## src/rtl/fpu_div_issue.sv

```systemverilog
// Operand issue stage for the FP32 divider: queues operand pairs, runs one divide at a time, tags results.
// Define FPU_DIV_ISSUE_BYPASS_EN to resolve NaN, 0/0, inf/inf and x/0 locally without using the divider.
module fpu_div_issue #(
    parameter int DEPTH = 4,
    parameter int TAG_W = 4
) (
    input  logic             clk,
    input  logic             reset,
    input  logic             in_valid,
    output logic             in_ready,
    input  logic [31:0]      in_a,
    input  logic [31:0]      in_b,
    output logic [31:0]      div_din1,
    output logic [31:0]      div_din2,
    output logic             div_valid,
    input  logic [31:0]      div_result,
    input  logic             div_ready,
    output logic             out_valid,
    input  logic             out_ready,
    output logic [31:0]      out_result,
    output logic [TAG_W-1:0] out_tag,
    output logic             out_bypass
);
    localparam int AW = $clog2(DEPTH);
    localparam logic [AW:0]      PTR_ONE = 1;
    localparam logic [TAG_W-1:0] TAG_ONE = 1;

    typedef enum logic [2:0] {IDLE, ISSUE, ARM, WAIT, HOLD} state_t;

    logic [31:0]      memA_q   [DEPTH];
    logic [31:0]      memB_q   [DEPTH];
    logic [TAG_W-1:0] memTag_q [DEPTH];
    logic [AW:0]      wrPtr_q, rdPtr_q;
    logic [TAG_W-1:0] inTag_q;

    state_t           state_q;
    logic [31:0]      din1_q, din2_q, result_q;
    logic [TAG_W-1:0] tag_q;
    logic             divValid_q, outValid_q, bypass_q;

    logic             full, empty, push, pop;
    logic [31:0]      headA, headB;
    logic [TAG_W-1:0] headTag;
    logic             special;
    logic [31:0]      specialResult;

    // Pointers carry an extra wrap bit so full and empty are distinguishable.
    assign empty    = (wrPtr_q == rdPtr_q);
    assign full     = (wrPtr_q[AW] != rdPtr_q[AW]) && (wrPtr_q[AW-1:0] == rdPtr_q[AW-1:0]);
    assign in_ready = !reset && !full;
    assign push     = in_valid && in_ready;
    assign pop      = (state_q == IDLE) && !empty;

    assign headA   = memA_q[rdPtr_q[AW-1:0]];
    assign headB   = memB_q[rdPtr_q[AW-1:0]];
    assign headTag = memTag_q[rdPtr_q[AW-1:0]];

`ifdef FPU_DIV_ISSUE_BYPASS_EN
    logic aNan, bNan, aInf, bInf, aZero, bZero;
    assign aNan  = (headA[30:23] == 8'hFF) && (headA[22:0] != '0);
    assign bNan  = (headB[30:23] == 8'hFF) && (headB[22:0] != '0);
    assign aInf  = (headA[30:23] == 8'hFF) && (headA[22:0] == '0);
    assign bInf  = (headB[30:23] == 8'hFF) && (headB[22:0] == '0);
    assign aZero = (headA[30:0] == '0);
    assign bZero = (headB[30:0] == '0);

    always_comb begin
        special       = 1'b0;
        specialResult = '0;
        if (aNan || bNan || (aZero && bZero) || (aInf && bInf)) begin
            special       = 1'b1;
            specialResult = 32'h7FC00000;
        end else if (bZero) begin
            special       = 1'b1;
            specialResult = {headA[31] ^ headB[31], 31'h7F800000};
        end
    end
`else
    assign special       = 1'b0;
    assign specialResult = '0;
`endif

    always_ff @(posedge clk) begin
        if (reset) begin
            wrPtr_q <= '0;
            rdPtr_q <= '0;
            inTag_q <= '0;
        end else begin
            if (push) begin
                wrPtr_q <= wrPtr_q + PTR_ONE;
                inTag_q <= inTag_q + TAG_ONE;
            end
            if (pop) begin
                rdPtr_q <= rdPtr_q + PTR_ONE;
            end
        end
    end

    always_ff @(posedge clk) begin
        if (push) begin
            memA_q[wrPtr_q[AW-1:0]]   <= in_a;
            memB_q[wrPtr_q[AW-1:0]]   <= in_b;
            memTag_q[wrPtr_q[AW-1:0]] <= inTag_q;
        end
    end

    // ARM spends one cycle ignoring div_ready so a level left over from the previous divide is never captured.
    always_ff @(posedge clk) begin
        if (reset) begin
            state_q    <= IDLE;
            din1_q     <= '0;
            din2_q     <= '0;
            divValid_q <= 1'b0;
            result_q   <= '0;
            tag_q      <= '0;
            outValid_q <= 1'b0;
            bypass_q   <= 1'b0;
        end else begin
            case (state_q)
                IDLE: begin
                    if (!empty) begin
                        tag_q    <= headTag;
                        bypass_q <= special;
                        if (special) begin
                            result_q   <= specialResult;
                            outValid_q <= 1'b1;
                            state_q    <= HOLD;
                        end else begin
                            din1_q     <= headA;
                            din2_q     <= headB;
                            divValid_q <= 1'b1;
                            state_q    <= ISSUE;
                        end
                    end
                end
                ISSUE: begin
                    divValid_q <= 1'b0;
                    state_q    <= ARM;
                end
                ARM: begin
                    state_q <= WAIT;
                end
                WAIT: begin
                    if (div_ready) begin
                        result_q   <= div_result;
                        outValid_q <= 1'b1;
                        state_q    <= HOLD;
                    end
                end
                HOLD: begin
                    if (out_ready) begin
                        outValid_q <= 1'b0;
                        state_q    <= IDLE;
                    end
                end
                default: state_q <= IDLE;
            endcase
        end
    end

    assign div_din1   = din1_q;
    assign div_din2   = din2_q;
    assign div_valid  = divValid_q;
    assign out_valid  = outValid_q;
    assign out_result = result_q;
    assign out_tag    = tag_q;
    assign out_bypass = bypass_q;

endmodule

```

## config.mk

```make
export PLATFORM = sky130hd
export DESIGN_NAME = fpu_div_issue
export DESIGN_NICKNAME = d
export VERILOG_FILES = /design/src/rtl/fpu_div_issue.sv
export SDC_FILE = /design/constraint.sdc
export NUM_CORES = 1
export LEC_CHECK = 0
export CAP_MARGIN = 20
export CORE_UTILIZATION = 58
export DETAILED_ROUTE_END_ITERATION = 6
export PLACE_DENSITY = 0.83
export SLEW_MARGIN = 10
export SYNTH_ARGS = -nofsm -noshare
export SYNTH_HDL_FRONTEND = slang
export SYNTH_SLANG_ARGS = --single-unit
```

## constraint.sdc

```tcl
create_clock -name clk -period 12.2 [get_ports clk]
set_input_delay 2.44 -clock clk [delete_from_list [all_inputs] [get_ports clk]]
set_output_delay 2.44 -clock clk [all_outputs]
set_load 0.005 [all_outputs]
```

======== Word-level counts from Yosys, hierarchy flattened ========
Memories as Yosys holds them, arrays and structs flattened. A register that Yosys moved wholly into a read port is not among the register bits.
Index checks and enable logic that the tools add are counted.
operators by class
  add/sub/neg operators ................... 3
  eq/ne operators ......................... 10
  multiplexer cells ....................... 11
  bitwise gates (word level) .............. 1
  reductions and logical operators ........ 15
operators with widths
  kind                                                  number
  one-hot mux 3 bit (5 select lines)                    1
  two-way mux 3 bit                                     3
  adder 3 x 1 -> 3 bit (second input constant)          2
  equality test 3 x 2 -> 1 bit (second input constant)  2
  != test 2 bit (second input constant)                 3
  AND reduction 2 bit                                   3
  AND reduction 3 bit                                   2
  two-way mux 1 bit                                     5
  adder 4 x 1 -> 4 bit (second input constant)          1
  logical AND 1 bit                                     4
  one-hot mux 1 bit (2 select lines)                    2
  nonzero test 2 bit                                    2
  equality test 3 x 1 -> 1 bit (second input constant)  1
  equality test 3 bit                                   1
  equality test 3 bit (second input constant)           1
  zero test 1 bit                                       3
  zero test 3 bit                                       1
  equality test 2 bit                                   1
  != test 1 bit                                         1
  inverter 1 bit                                        1
word-level totals
  register bits ........................... 47
  memory bits (writable) .................. 272
  bits of input ports ..................... 101
  output and inout port bits .............. 104
  logic and storage cells ................. 50
  memories kept ........................... 3
memories
  memory    depth  bits a word  read ports  clocked after Yosys merged registers in  write ports  line  text
  memA_q    4      32           1           1                                        1            30    logic [31:0] memA_q [DEPTH];
  memB_q    4      32           1           1                                        1            31    logic [31:0] memB_q [DEPTH];
  memTag_q  4      4            1           1                                        1            32    logic [TAG_W-1:0] memTag_q [DEPTH];

======== Depth between registers and ports, before layout ========
  depth in word-level cells ............... 7
  mapped depth ............................ 7
  mapped depth without buffers ............ 5

======== Worst setup path before layout ========
No wires, ideal clock.
  path kind ............................... input-to-reg
  start ................................... input in_valid
  end ..................................... memory memA_q[1][0], enable pin
  library setup time ...................... 592 ps
  arrival time ............................ 7699 ps
  required time ........................... 11608 ps
  setup slack ............................. 3909 ps
  stages on the path ...................... 3
  path buffers ............................ 1
  path through ............................ o31ai_2 buf_2 nor3b_1
between the ends
  cells in the longest elaborated chain, start to end .. 3
ends and longest elaborated chain
  what                                     line  text
  start: declaration                       9     input logic in_valid,
  logical AND 1 bit                        51    assign push = in_valid && in_ready;
  two-way mux 1 bit                        100   if (push) begin
  two-way mux 1 bit (implied by the code)  101   memA_q[wrPtr_q[AW-1:0]] <= in_a;
  end: declaration                         30
Every way passes these cells.

======== Final worst setup path ========
  start ................................... input reset
  end ..................................... output in_ready
between the ends
  cells in the longest elaborated chain, start to end .. 2
ends and longest elaborated chain
  what                line  text
  start: declaration  8     input logic reset,
  zero test 1 bit     50    assign in_ready = !reset && !full;
  logical AND 1 bit   50
  end: declaration    10    output logic in_ready,
Every way passes these cells.

==> metrics.txt <==
layer with the highest usage met2; detailed-route via count 7951; most numerous cell in the Yosys netlist edfxtp_1; Num Clock Sinks 387; gr ovfl total 0; Die X 157 um; initial antenna violation count 1; Seq cells post-synth 387; fmax 169 MHz; Tcrit/Tclk final 0.485; number of flops mapped to enable cells by yosys 272; Routed Antenna Nets 0; Design Area, Final 17600 sq um; Worst Tran Pin Value 1.07 ns; post-synthesis net count 989; slowest CP cell clkdlybuf4s50_1; post-synthesis cell area 14000 sq um; die height 157 um; CP Capture Type output pin; CTS Hold Bufs 0; crit-path leading delay family buffers and inverters; DRC viols 0; Setup WS post-layout 6.28 ns; Worst Hold Class flip-flop to flip-flop; top cell type's share of synthesized area 0.583; startpoint types input pin; GR Layer Usage met3 0.0454; dominant cell type by area after synthesis edfxtp_1; Setup WS pre-CTS 6.30 ns; async set or reset register ratio after synthesis 0; met1 GRT Util 0.288; register area 10500 sq um; area of the multi-input gates 3300 sq um; Nets 1193; DR pass1 iterations 5; sequential area share after synthesis 0.748; Buf+Inv Stages, Crit Path 2; peak supply drop 155 uV; Buffers on Ports 203; Main synth FF type edfxtp_1; final setup vio count 0; Avg Synthesized Cell Area 15.9 sq um; Ports 205; top cells by area, synth edfxtp_1 (58%), dfxtp_1 (16%), mux4_2 (11%); die area 24800 sq um; layout cell share with drive strength beyond 1 0.134; CP Class input pin to output pin; PD cells 201 nW/um^2; dpl cell area 16300 sq um; CTS max path bufs 3; Slew HR 0.286; vias per cell 5.54; vias in the first global route 7969; fill cell total of the finished layout 1443; CTS tree done; CP Data Required Time 9.76 ns; post-cts gate resize count 0; Synth Instances 882; CP max stage delay 0.54 ns; drt initial violations 558; routed len/inst 19.5 um; Rows 56; met2 global-route usage 0.410; core area 23500 sq um; final hold vios 0; unrepaired setup endpoints after global routing false; most frequent cells after synthesis edfxtp_1 (272), nand2_1 (203), dfxtp_1 (115), a21oi_1 (106), mux4_2 (68); H-Tree Depth 2; Reg clk slew, reported paths 0.06 ns; clk_skew 0.0144 ns; Post-CTS Setup Bufs 0; clk_lat worst skew 0.52 ns; Initial Utilization 0.595; CTS buffer count 38; worst-path cell chain buf_4 -> a31oi_1 -> clkdlybuf4s50_1; critical path arrival 3.48 ns; synth unique cells 32; Synthesis Warnings 0; Design Power 3.53 mW; leakage 5.68 nW; Post-DP HPWL 16.1 mm; Hold Slack 0.452 ns; root buffer cell clkbuf_16; max-cap violation count 0; status complete, no violations; fin crit period 5.92 ns; setup TNS 0 ns; Routed Wire Length 28.0 mm; first-pass GRT wire length 42.8 mm; Worst Path Max Fanout 43; area delta synth->final 25.4%; pin count of the biggest net entering global routing 80; Max Slew Vio Count 0; routability cong. 0.707; Tot GR Track Use 0.231
==> power breakdown <==
group | internal [mW] | switching (mW)
clock | 0.666 | 0.464
combinational | 0.392 | 0.377
sequential | 1.54 | 0.0901
==> flip-flops by register name (all words and copies together), names as in the netlist, 4 cells and up <==
register / cells
div_din2: 32
out_tag: 4
memB_q: 128
memA_q: 128
inTag_q: 4
memTag_q: 16
div_din1: 32
out_result: 32
==> cells by family (layout without fill, tap and decap cells) <==
group	after synthesis	in the layout	share of synthesized area
AO/OA/AOI/OAI	118	118	0.0452
XOR/XNOR	10	10	0.00625
adder cells (fa/ha/maj)	6	6	0.00536
buffers and inverters	59	292	0.0191
flip-flops	387	387	0.748
multiplexers	70	70	0.111
other	1	2	0.000268
AND/OR/NAND/NOR	231	231	0.0653
==> final timing paths <==
check / start / endpoint / slack, ns / depth (start not counted)
min: div_din2[13] / div_din2[13] / 0.45 / 2
min reg2reg: div_din2[13] / div_din2[13] / 0.45 / 2
max reg2reg: rdPtr_q[1] / div_din2[9] / 8.78 / 6
max: reset / in_ready / 6.28 / 3
==> layout by cell type (no fill, tap or decap), types with 2 or more instances in the layout <==
| cell | count |
|---|---|
| clkinv_2 | 7 |
| clkbuf_8 | 3 |
| clkbuf_1 | 5 |
| mux2i_1 | 2 |
| bufinv_16 | 3 |
| a31oi_1 | 4 |
| clkinv_1 | 10 |
| edfxtp_1 | 272 |
| xnor2_1 | 6 |
| buf_4 | 14 |
| dfxtp_4 | 2 |
| or3_1 | 3 |
| o21ai_0 | 4 |
| nor3_1 | 3 |
| dfxtp_1 | 113 |
| mux4_2 | 68 |
| nor2_1 | 8 |
| inv_1 | 6 |
| clkdlybuf4s50_1 | 202 |
| nand3_1 | 3 |
| nand2_1 | 203 |
| clkbuf_16 | 39 |
| xor2_1 | 4 |
| nor3b_2 | 3 |
| ha_1 | 6 |
| a21oi_1 | 106 |
==> per-stage QoR <==
stage               cells   util
floorplan             882      -
global route         1435  0.746
global placement     1364  0.693
finish               1435  0.746
detailed placement   1365  0.694
CTS                  1434  0.746
==> layer usage <==
metal	routed length (um)	vias to the layer above
met5	0	-
met4	509	0
met3	1890	39
met2	14700	270
met1	11000	3956
li1	-	3686
==> final cells by class <==
cell class | count | area share
multi-input cells | 436 | 0.188
clock inverters | 22 | 0.0102
repair buffers | 217 | 0.122
well taps | 319 | 0.0227
flip-flops and latches | 387 | 0.597
diodes | 1 | 0.000143
inverters | 6 | 0.00128
clock buffers | 47 | 0.0590
==> worst min-delay path, delay by kind of cell (launching register included) <==
family | cells | cell delay [ns]
flip-flops | 1 | 0.31
AND/OR/NAND/NOR | 1 | 0.05
AO/OA/AOI/OAI | 1 | 0.05
(Power assumes the default switching activity.)
